`src/rtl/fifo_rd_stream_pkg.sv`:
```
// Shared types and helpers for the async-FIFO read-side drain engine.
package fifo_rd_stream_pkg;

  typedef enum logic {RUN = 1'b0, FLUSH = 1'b1} rd_state_e;

  localparam int STAT_W = 32;

  function automatic int cnt_w(input int depth);
    return $clog2(depth + 1);
  endfunction

endpackage

```
`src/rtl/fifo_rd_skid.sv`:
```
// Circular skid buffer that absorbs FIFO read returns and presents the head word.
module fifo_rd_skid
  import fifo_rd_stream_pkg::*;
#(
  parameter int DATA_WIDTH = 8,
  parameter int BUF_DEPTH  = 3
) (
  input  logic                              clk,
  input  logic                              rst,
  input  logic                              push,
  input  logic [DATA_WIDTH-1:0]             push_data,
  input  logic                              pop,
  input  logic                              clr,
  output logic [cnt_w(BUF_DEPTH)-1:0]       occ,
  output logic [DATA_WIDTH-1:0]             head,
  output logic                              valid
);

  localparam int CW = cnt_w(BUF_DEPTH);
  localparam int PW = (BUF_DEPTH > 1) ? $clog2(BUF_DEPTH) : 1;

  logic [DATA_WIDTH-1:0] mem [BUF_DEPTH];
  logic [PW-1:0]         wr_ptr;
  logic [PW-1:0]         rd_ptr;
  logic [CW-1:0]         cnt;
  logic                  pop_ok;

  function automatic logic [PW-1:0] ptr_inc(input logic [PW-1:0] p);
    return (p == PW'(BUF_DEPTH - 1)) ? '0 : p + 1'b1;
  endfunction

  assign pop_ok = pop && (cnt != '0);

  always_ff @(posedge clk) begin
    if (rst || clr) begin
      wr_ptr <= '0;
      rd_ptr <= '0;
      cnt    <= '0;
    end else begin
      if (push)   wr_ptr <= ptr_inc(wr_ptr);
      if (pop_ok) rd_ptr <= ptr_inc(rd_ptr);
      if (push && !pop_ok)      cnt <= cnt + 1'b1;
      else if (!push && pop_ok) cnt <= cnt - 1'b1;
    end
  end

  // Storage is data-only: pointers and count decide what is live.
  always_ff @(posedge clk) begin
    if (push && !clr) mem[wr_ptr] <= push_data;
  end

  always_ff @(posedge clk) begin
    if (!rst) assert (cnt <= CW'(BUF_DEPTH));
  end

  assign occ   = cnt;
  assign valid = (cnt != '0);
  assign head  = valid ? mem[rd_ptr] : '0;

endmodule

```
`src/rtl/fifo_rd_stream.sv`:
```
// Read-domain drain engine: pops the FIFO under local credit and streams words out.
// Optional handshake/stall statistics are enabled with FIFO_RD_STREAM_STATS_EN.
module fifo_rd_stream
  import fifo_rd_stream_pkg::*;
#(
  parameter int DATA_WIDTH = 8,
  parameter int RD_LAT     = 1,
  parameter int BUF_DEPTH  = 3
) (
  input  logic                  rd_clk,
  input  logic                  rst,
  input  logic                  empty,
  input  logic [DATA_WIDTH-1:0] rdata,
  output logic                  read,
  output logic                  m_valid,
  output logic [DATA_WIDTH-1:0] m_data,
  input  logic                  m_ready,
  input  logic                  flush,
  output logic                  busy
`ifdef FIFO_RD_STREAM_STATS_EN
  ,
  output logic [STAT_W-1:0]     stat_words,
  output logic [STAT_W-1:0]     stat_stall
`endif
);

  localparam int CW = cnt_w(BUF_DEPTH);

  rd_state_e     state;
  logic [RD_LAT-1:0] rd_vld_p;
  logic [CW-1:0] infl;
  logic [CW-1:0] occ;
  logic [CW:0]   credit_sum;
  logic          ret;
  logic          push;
  logic          clr;
  logic          hs;

  always_comb begin
    infl = '0;
    for (int i = 0; i < RD_LAT; i++) infl = infl + CW'(rd_vld_p[i]);
  end

  // One extra bit keeps infl+occ from wrapping before the credit compare.
  assign credit_sum = {1'b0, infl} + {1'b0, occ};
  assign read = (state == RUN) && !empty && !flush &&
                (credit_sum < (CW+1)'(BUF_DEPTH));

  assign ret  = rd_vld_p[RD_LAT-1];
  assign push = ret && (state == RUN);
  assign clr  = flush && (state == RUN);
  assign hs   = m_valid && m_ready && !clr;
  assign busy = (state == FLUSH) || (infl != '0) || (occ != '0);

  // Return tag pipeline and run/flush control
  always_ff @(posedge rd_clk) begin
    if (rst) begin
      state    <= RUN;
      rd_vld_p <= '0;
    end else begin
      rd_vld_p[0] <= read;
      for (int i = 1; i < RD_LAT; i++) rd_vld_p[i] <= rd_vld_p[i-1];
      case (state)
        RUN:     if (flush) state <= FLUSH;
        FLUSH:   if (infl == '0) state <= RUN;
        default: state <= RUN;
      endcase
    end
  end

  fifo_rd_skid #(
    .DATA_WIDTH(DATA_WIDTH),
    .BUF_DEPTH (BUF_DEPTH)
  ) u_skid (
    .clk      (rd_clk),
    .rst      (rst),
    .push     (push),
    .push_data(rdata),
    .pop      (hs),
    .clr      (clr),
    .occ      (occ),
    .head     (m_data),
    .valid    (m_valid)
  );

`ifdef FIFO_RD_STREAM_STATS_EN
  logic [STAT_W-1:0] words_q;
  logic [STAT_W-1:0] stall_q;

  // Saturating counters; flush deliberately leaves them alone.
  always_ff @(posedge rd_clk) begin
    if (rst) begin
      words_q <= '0;
      stall_q <= '0;
    end else begin
      if (hs && (words_q != '1)) words_q <= words_q + 1'b1;
      if (m_valid && !m_ready && (stall_q != '1)) stall_q <= stall_q + 1'b1;
    end
  end

  assign stat_words = words_q;
  assign stat_stall = stall_q;
`else
  // Statistics build option off: no counters.
`endif

endmodule

```
`config.mk`:
```
export PLATFORM = sky130hd
export DESIGN_NAME = fifo_rd_stream
export DESIGN_NICKNAME = d
export VERILOG_FILES = /design/src/rtl/fifo_rd_stream_pkg.sv /design/src/rtl/fifo_rd_skid.sv /design/src/rtl/fifo_rd_stream.sv
export SDC_FILE = /design/constraint.sdc
export NUM_CORES = 1
export LEC_CHECK = 0
export CORE_ASPECT_RATIO = 0.75
export CORE_MARGIN = 1.5
export CORE_UTILIZATION = 46
export CTS_CLUSTER_DIAMETER = 150
export DETAILED_ROUTE_END_ITERATION = 6
export HOLD_SLACK_MARGIN = 0.05
export PLACE_DENSITY = 0.71
export SYNTH_ARGS = -nofsm -noshare
export SYNTH_HDL_FRONTEND = slang
export SYNTH_SLANG_ARGS = --single-unit
```
`constraint.sdc`:
```
create_clock -name rd_clk -period 1.95 [get_ports rd_clk]
set_input_delay 0.39 -clock rd_clk [delete_from_list [all_inputs] [get_ports rd_clk]]
set_output_delay 0.39 -clock rd_clk [all_outputs]
set_load 0.01 [all_outputs]
```
==> impl_metrics.ini, run 1 <==
[global_routing]
grt_pass1_vias = 909
grt_max_degree = 10
gr-total-overflow = 0
grt_pass1_wl_um = 3880
grt_usage_pct = 16.2
antenna_found_initial = 0

[drt]
routedWlPerCell_um = 13.5
routed_wl_um = 2340
initialDrtViolationCount = 22
final_antenna_net_count = 0
via_per_inst = 5.01
drc = 0
detailroute.via_count = 872
drt_first_pass_iters = 4

[cells_and_area]
finalNonFillerCells = 174
n_antenna_cell = 0
drive_above_1_share_pct = 26.1
area_delta_synth_final_pct = 32.4
fill_cells = 216
multi_input_area_um2 = 444
fin_nets = 154
regArea_um2 = 925

[clock_tree]
cts.sinks = 34
clock-root-buffer = clkbuf_8
insertion_delay_ps = 270
cts_hold_buf = 0
clk_path_buf_depth = 2
h-tree-depth = 2
cts_inserted_buffers = 5
cts.repair.resized = 15
cts.reportedPaths.clkPinSlew_ps = 60
cts_tree = yes
post_cts_buffers = 0

[power]
peakVddDrop_mv = 0.534
power_frac_clock_pct = 33.3
seqPwrFrac_pct = 57.9
p_sw_share_pct = 19.4
p_leak_nw = 0.663
p_int_w = 0.00109
total_power_w = 0.00136
p_sw_w = 0.000263
power_density_nw_per_um2 = 746
pwr-share-comb_pct = 8.8

[timing]
finalClockSkew_ps = 4.10
finalCriticalPeriod_ps = 2000
max_freq_mhz = 500
holdWs_ps = 482
relSlewSlack_pct = 81.2
rsz0062_at_grt = true
hold_violations = 0
setup_ws_ps = -49.5
period_share_pct = 103
setup_viol_count_final = 1
worst_pin_slew_ps = 281
maxSlewViolCount = 0

[logic_synthesis]
synth_nets = 114
async_flop_share_pct = 0
yosysWarnings = 0
synth_cell_types = 25
synthTopCellsByCount = 24 x edfxtp_1, 11 x nor2_1, 10 x dfxtp_1
synth-main-ff-cell = edfxtp_1
syn_inst = 98
yosys.cell_count.top_type = edfxtp_1
synth-seq-cells = 34
netlist.area_leader.share_pct = 52.5
syn_area_um2 = 1370
synth_edf_count = 24
synth_area_per_cell_um2 = 14.0
synth_top_area_cell = edfxtp_1
ys_seq_area_share_pct = 67.0
yosys-top-cells-area = edfxtp_1 52%, dfxtp_1 15%, mux2i_1 6.6%

[hold_path]
worstHoldPathCells = 2
hold_class = reg -> reg
worst_hold_startpoint = u_skid.rd_ptr[0]$_SDFFE_PP0P_

[flow_run]
maxCapViolCount = 0

[setup_path]
arrival_ps = 1610
reg2reg_depth = 5
rr_endpoint = u_skid.mem[1][5]$_DFFE_PP_
r2r-start = state$_SDFF_PP0_
startpoint_type = register
required_ps = 1560
critPathMaxFanout = 2
timing.critical_path.from = u_skid.occ[0]$_SDFFE_PP0P_
worst_setup_path_end_kind = primary output
crit_type = reg -> out
worst-r2r-setup-slack_ps = 280

[floorplanning]
fp.dieW_um = 66.1
pin_count = 24
dieArea_um2 = 3330
core-area_um2 = 2720
start_util_pct = 50.5
die_h_um = 50.3
num_rows = 16

[placed_design]
place_congestion = 0.802
portBuffers = 23
pre_cts_ws_ps = -455
hpwlAfterDp_um = 1720
dp.cells = 167

[outcome]
status = finished, violations left
violations = negative setup slack
-- state kept, by name (all words and copies together), names as in the netlist, named ones only --
signal / count
u_skid.wr_ptr: 2
u_skid.mem: 24
state: 1
rd_vld_p: 1
u_skid.rd_ptr: 2
u_skid.occ: 2
-- metal layers --
layer / global-route usage, % / wire length, um / vias to the layer above
met5: 0 / 0 / -
met3: 5.61 / 92 / 2
met2: 27.5 / 1150 / 14
met1: 19.8 / 1080 / 417
li1: - / - / 439
met4: 4.08 / 16 / 0
-- power groups by stage --
stage                     Combinational (W)  Clock (W)  Sequential (W)
after floorplan                   0.0000453          0        0.000801
after detailed placement           0.000124          0        0.000800
after global placement             0.000121          0        0.000799
after CTS                          0.000117   0.000464        0.000785
after global routing               0.000132   0.000493        0.000785
final                              0.000120   0.000452        0.000785
-- through the flow --
step / util (%) / TNS (ps) / instance area [um2]
after floorplan: - / 0 / 1370
after detailed placement: 64.0 / -531 / 1740
final: 66.8 / -49.5 / 1820
after global routing: 66.8 / -107 / 1820
after CTS: 66.3 / -85.8 / 1800
after global placement: 64.0 / -499 / 1740
-- area by class of cell --
cell class,count,area share [%]
timing repair buffer,35,17.7
tap,36,2.48
clock buffer,7,4.20
inverter,2,0.413
multi-input combinational,60,24.4
sequential,34,50.8
-- cells in the final DEF (no fill, tap or decap), types with 2 or more instances in the layout --
master            n
mux2_2            8
nand2_1           4
clkbuf_8          5
clkbuf_1          2
dfxtp_1           7
ha_2              2
clkdlybuf4s15_1   7
a21oi_1           5
nand2b_1          3
or3_1             4
dfxtp_2           3
xor2_1            2
mux2i_1           9
buf_4            11
nor2_1           11
edfxtp_1         24
clkdlybuf4s50_1  13
-- worst max-delay path by stage --
stage | cells after the start | endpoint
CTS | 5 | read
finish | 5 | read
detailed placement | 4 | read
global placement | 4 | read
floorplan | 2 | u_skid.mem[2][0]$_DFFE_PP_
global route | 5 | read
-- worst max-delay path, stage by stage (launching register included) --
cell	delay, ps
dfxtp_1	330
ha_2	170
ha_2	160
or4_4	410
a21oi_2	130
buf_2	140
-- cells by family after synthesis --
group	Yosys count	synth area share [%]
buffers and inverters	4	1.27
and+or+nand+nor	30	11.4
DFF	34	67.0
xor gates and xnor gates	2	1.28
muxes	17	13.1
adders and majority gates	3	2.73
AOI/OAI and AO/OA	8	3.19
Note: power is estimated with default switching activity, not from simulation.
==> run 2: changes to the inputs <==
--- a/config.mk
+++ b/config.mk
@@ -5,6 +5,7 @@
 export SDC_FILE = /design/constraint.sdc
 export NUM_CORES = 1
 export LEC_CHECK = 0
+export ABC_CLOCK_PERIOD_IN_PS = 1950
 export CORE_ASPECT_RATIO = 0.75
 export CORE_MARGIN = 1.5
 export CORE_UTILIZATION = 46
==> results of run 2 <==
Same layout as run 1: the final DEF is identical, and so are final timing and power.
==> run 3: changes to the inputs <==
--- a/config.mk
+++ b/config.mk
@@ -11,8 +11,10 @@
 export CORE_UTILIZATION = 46
 export CTS_CLUSTER_DIAMETER = 150
 export DETAILED_ROUTE_END_ITERATION = 6
+export GPL_ROUTABILITY_DRIVEN = 0
 export HOLD_SLACK_MARGIN = 0.05
 export PLACE_DENSITY = 0.71
+export SKIP_CTS_REPAIR_TIMING = 1
 export SYNTH_ARGS = -nofsm -noshare
 export SYNTH_HDL_FRONTEND = slang
 export SYNTH_SLANG_ARGS = --single-unit
==> run 3 against run 2 <==
  * The flow still finishes with violations (negative setup slack)
  * Non-clock buffer count unchanged
  * Total power about the same
  * Core utilization up 1.0 points
  * Register-to-register slack about the same
  * Critical path type is now in -> out
==> impl_metrics.ini, run 3 (synthesis gave the netlist of run 1 again) <==
[outcome]
status = finished, violations left
violations = negative setup slack

[timing]
finalCriticalPeriod_ps = 2000
period_share_pct = 103
maxSlewViolCount = 0
setup_ws_ps = -50.9
rsz0062_at_grt = true
max_freq_mhz = 500
hold_violations = 0
setup_viol_count_final = 1
finalClockSkew_ps = 4.17
relSlewSlack_pct = 81.2
worst_pin_slew_ps = 282

[setup_path]
worst_setup_path_end_kind = primary output
timing.critical_path.from = flush
r2r-start = state$_SDFF_PP0_
arrival_ps = 1610
path_cells = clkdlybuf4s50_1 > or4_4 > a21oi_2 > buf_2
critPathMaxFanout = 2
cp_num_buf_inv = 2
crit_type = in -> out
worst-r2r-setup-slack_ps = 280
required_ps = 1560
startpoint_type = primary input
cpPeakStageDelay_ps = 520
crit_family = buffers and inverters
critPathSlowestCell = or4_4

[drt]
routed_wl_um = 2360
drt_first_pass_iters = 4
via_per_inst = 4.98
final_antenna_net_count = 0
routedWlPerCell_um = 13.6
drc = 0
detailroute.via_count = 867
initialDrtViolationCount = 22

[global_routing]
grt_pass1_wl_um = 3860
antenna_found_initial = 0
grt_pass1_vias = 905
grt_max_degree = 10
gr-total-overflow = 0
grt_usage_pct = 16.1

[clock_tree]
cts_tree = yes
cts.sinks = 34
clock-root-buffer = clkbuf_8
cts.reportedPaths.clkPinSlew_ps = 60
cts_inserted_buffers = 5
h-tree-depth = 2
clk_path_buf_depth = 2
insertion_delay_ps = 270

[cells_and_area]
layout_commonest_cell = edfxtp_1
regMostFlops = u_skid.mem
mostFrequentLayoutCells = 24 x edfxtp_1, 13 x clkdlybuf4s50_1, 11 x nor2_1, 11 x buf_4
largest_reg_flops = 24
n_antenna_cell = 0
area_delta_synth_final_pct = 34.4
fin_nets = 154
finalInstanceArea_um2 = 1850
drive_above_1_share_pct = 24.6

[floorplanning]
die_h_um = 50.3
dieArea_um2 = 3330
core-area_um2 = 2720
fp.dieW_um = 66.1
pin_count = 24
num_rows = 16
start_util_pct = 50.5

[power]
total_power_w = 0.00136
p_leak_nw = 0.806
power_density_nw_per_um2 = 735
peakVddDrop_mv = 0.531

[hold_path]
worst_hold_startpoint = u_skid.rd_ptr[0]$_SDFFE_PP0P_
hold_class = reg -> reg

[placed_design]
hpwlAfterDp_um = 1720
place_area_um2 = 1740
portBuffers = 23

[flow_run]
maxCapViolCount = 0
[run 3: worst paths after layout]
path	cells after the start	endpoint
min reg2reg	2	u_skid.rd_ptr[0]$_SDFFE_PP0P_
max reg2reg	5	u_skid.mem[1][5]$_DFFE_PP_
max	4	read
min	2	u_skid.rd_ptr[0]$_SDFFE_PP0P_
[run 3: layer usage]
layer | vias to the layer above | global-route usage, % | part of all wire (%)
li1 | 435 | - | -
met3 | 2 | 5.61 | 4.2
met5 | - | 0 | 0
met1 | 416 | 19.8 | 46
met4 | 0 | 4.08 | 0.42
met2 | 14 | 27.2 | 50
[run 3: final cells by class]
type | instances | area (um2)
fillers | 214 | 876
inverters | 2 | 7.51
clock buffers | 7 | 76.3
repair buffers | 35 | 350
flip-flops and latches | 34 | 923
well taps | 36 | 45.0
multi-input cells | 60 | 444
[run 3: worst min-delay path, delay by kind of cell (launching register included)]
kind               cells  cell delay, ps
DFF                    1             320
AOI/OAI and AO/OA      1              70
and+or+nand+nor        1              60
[run 3: power breakdown]
| part | internal [W] | switching (W) | total, W |
|---|---|---|---|
| registers | 0.000781 | 0.00000442 | 0.000785 |
| logic | 0.0000705 | 0.0000515 | 0.000122 |
| clock network | 0.000245 | 0.000205 | 0.000450 |
| total | 0.00110 | 0.000261 | 0.00136 |
[run 3: stage by stage]
step           setup TNS, ps  worst slack (ps)  hold slack, ps  cells  utilization [%]
2_1_floorplan              0              68.4             454     98                -
3_3_place_gp            -499              -440             470    167             64.0
3_5_place_dp            -531              -455             487    167             64.0
4_1_cts                -2190              -493             497    174             66.8
5_1_grt                 -107              -107             548    174             67.8
6_report               -50.9             -50.9             493    174             67.8
==> variant: new RTL, config.mk and constraints of run 2 <==
Add a define of `FIFO_RD_STREAM_STATS_EN`.
--- a/src/rtl/fifo_rd_stream.sv
+++ b/src/rtl/fifo_rd_stream.sv
@@ -1,5 +1,7 @@
 // Read-domain drain engine: pops the FIFO under local credit and streams words out.
 // Optional handshake/stall statistics are enabled with FIFO_RD_STREAM_STATS_EN.
+`define FIFO_RD_STREAM_STATS_EN
+
 module fifo_rd_stream
   import fifo_rd_stream_pkg::*;
 #(
Formal check against the unedited RTL (old outputs only; new: stat_stall and stat_words): equivalent (equiv_simple and equiv_induct, registers matched by name and starting in step).
==> variant against run 2 <==
  * The flow still finishes with violations (negative setup slack)
  * Sequential power grew to 2.7 times the old value
  * Via count grew to 5.8 times the old value
  * Sequential cell count is 64 higher
  * Worst setup slack worse by 0.13 ns
  * Critical path depth is 4 higher
  * Design area grew to 4.3 times the old value
  * Synthesized area grew to 3.5 times the old value
  * Clock power grew to 4.0 times the old value
  * Final cell count grew to 5.1 times the old value
  * Total power grew to 3.0 times the old value
  * Routed wire length grew to 6.8 times the old value
  * Critical path type is now flop to flop
  * Largest power group unchanged
==> variant: results (changes against run 2) <==
• 3 — htree depth, +1
• finished, violations left — outcome
• 0.453 — share of synthesized area occupied by flip-flops and latches, -0.217
• 35 — maximum number of pins on one net before global-route repair, +25
• 0.452 — met2 Use GR, +0.177
• -0.184 ns — min setup slack post-route, -0.135 ns
• 0.0481 — share of synthesized area spent on multiplexers, -0.0830
• sky130_fd_sc_hd__dfxtp_1 (30%), sky130_fd_sc_hd__edfxtp_1 (15%), sky130_fd_sc_hd__a21oi_1 (4.8%) — cell types with the largest area share after synthesis
• 5.74 — drt via density, +14%
• 0.35 ns — clock latency of the later-clocked register in the worst-skew pair, +0.08 ns
• 512 — Mapped Cells, +420%
• 9 — depth of the worst register-to-register path, +4
• -0.18 ns — minimum setup slack among reg-to-reg paths, -0.46 ns
• sky130_fd_sc_hd__dfxtp_2 — Slowest-stage cell, CP
• 18.2 um — mean routed wirelength per cell, +35%
• 87 — Buffers on Ports, +280%
• 31 — Final Setup Violations, +30
• 0.907 — weighted congestion at the end of routability-driven global placement, +13%
• 9.66 mm — HPWL after detailed placement, +460%
• negative setup slack — violations in the final reports
• 0.132 — Synth Area in Compound Gates, +0.0997
• 0.380 — share of layout cells above drive strength 1, +0.119
• 0.00739 ns — Worst Skew, +0.00330 ns
• 0.693 — worst-case headroom to the max-slew limit, -0.120
• 0.0342 — xor and xnor fraction of the mapped netlist area, +0.0215
• 0.341 — GR Layer Usage met1, +0.143
• 0.0129 — arithmetic-cell share of the synthesized area counting full adders, half adders and majority gates, -0.0145
• 5 — length of the first detailed-routing pass in iterations, +1
variant: changes by cell type in the layout (fill, tap and decap cells not counted), moves of 22 or more:
cell and change:
sky130_fd_sc_hd__buf_6 +28, sky130_fd_sc_hd__dfxtp_1 +50, sky130_fd_sc_hd__nand4_1 +22, sky130_fd_sc_hd__a21oi_1 +31, sky130_fd_sc_hd__nand2_1 +24, sky130_fd_sc_hd__buf_4 +107
sky130_fd_sc_hd__nor2_1 +45, sky130_fd_sc_hd__clkdlybuf4s50_1 +61
variant: through the flow:
| step | total power [uW] | util |
|---|---|---|
| 4_1_cts | 4120 | 0.704 |
| 3_5_place_dp | 2340 | 0.648 |
| 2_1_floorplan | 2230 | - |
| 5_1_grt | 4240 | 0.754 |
| 3_3_place_gp | 2330 | 0.648 |
| 6_report | 4120 | 0.754 |
variant: report_power, final:
part | switching (uW) | internal, uW | total, uW
clock | 890 | 920 | 1810
sequential | 8.37 | 2080 | 2090
combinational | 113 | 108 | 221
total | 1010 | 3110 | 4120
variant: final cells by class:
class                   instances  share of cell area
multi-input cells             384               0.373
well taps                     136              0.0219
clock inverters                 7              0.0108
inverters                      11             0.00564
repair buffers                236               0.272
clock buffers                   9              0.0290
flip-flops and latches         98               0.287
variant: worst min-delay path by stage:
stage                        start  slack [ns]             end
floorplan                 rd_vld_p        0.46           state
finish                         rst        0.48   stat_stall[8]
global route                   rst        0.50  stat_stall[11]
global placement    stat_stall[25]        0.51  stat_stall[25]
detailed placement  stat_stall[23]        0.52  stat_stall[23]
CTS                            rst        0.46  stat_stall[11]
variant: metal layers:
| metal | part of all wire | vias up |
|---|---|---|
| met4 | 0.020 | 0 |
| met3 | 0.060 | 33 |
| met5 | 0 | - |
| li1 | - | 2375 |
| met2 | 0.50 | 203 |
| met1 | 0.42 | 2443 |
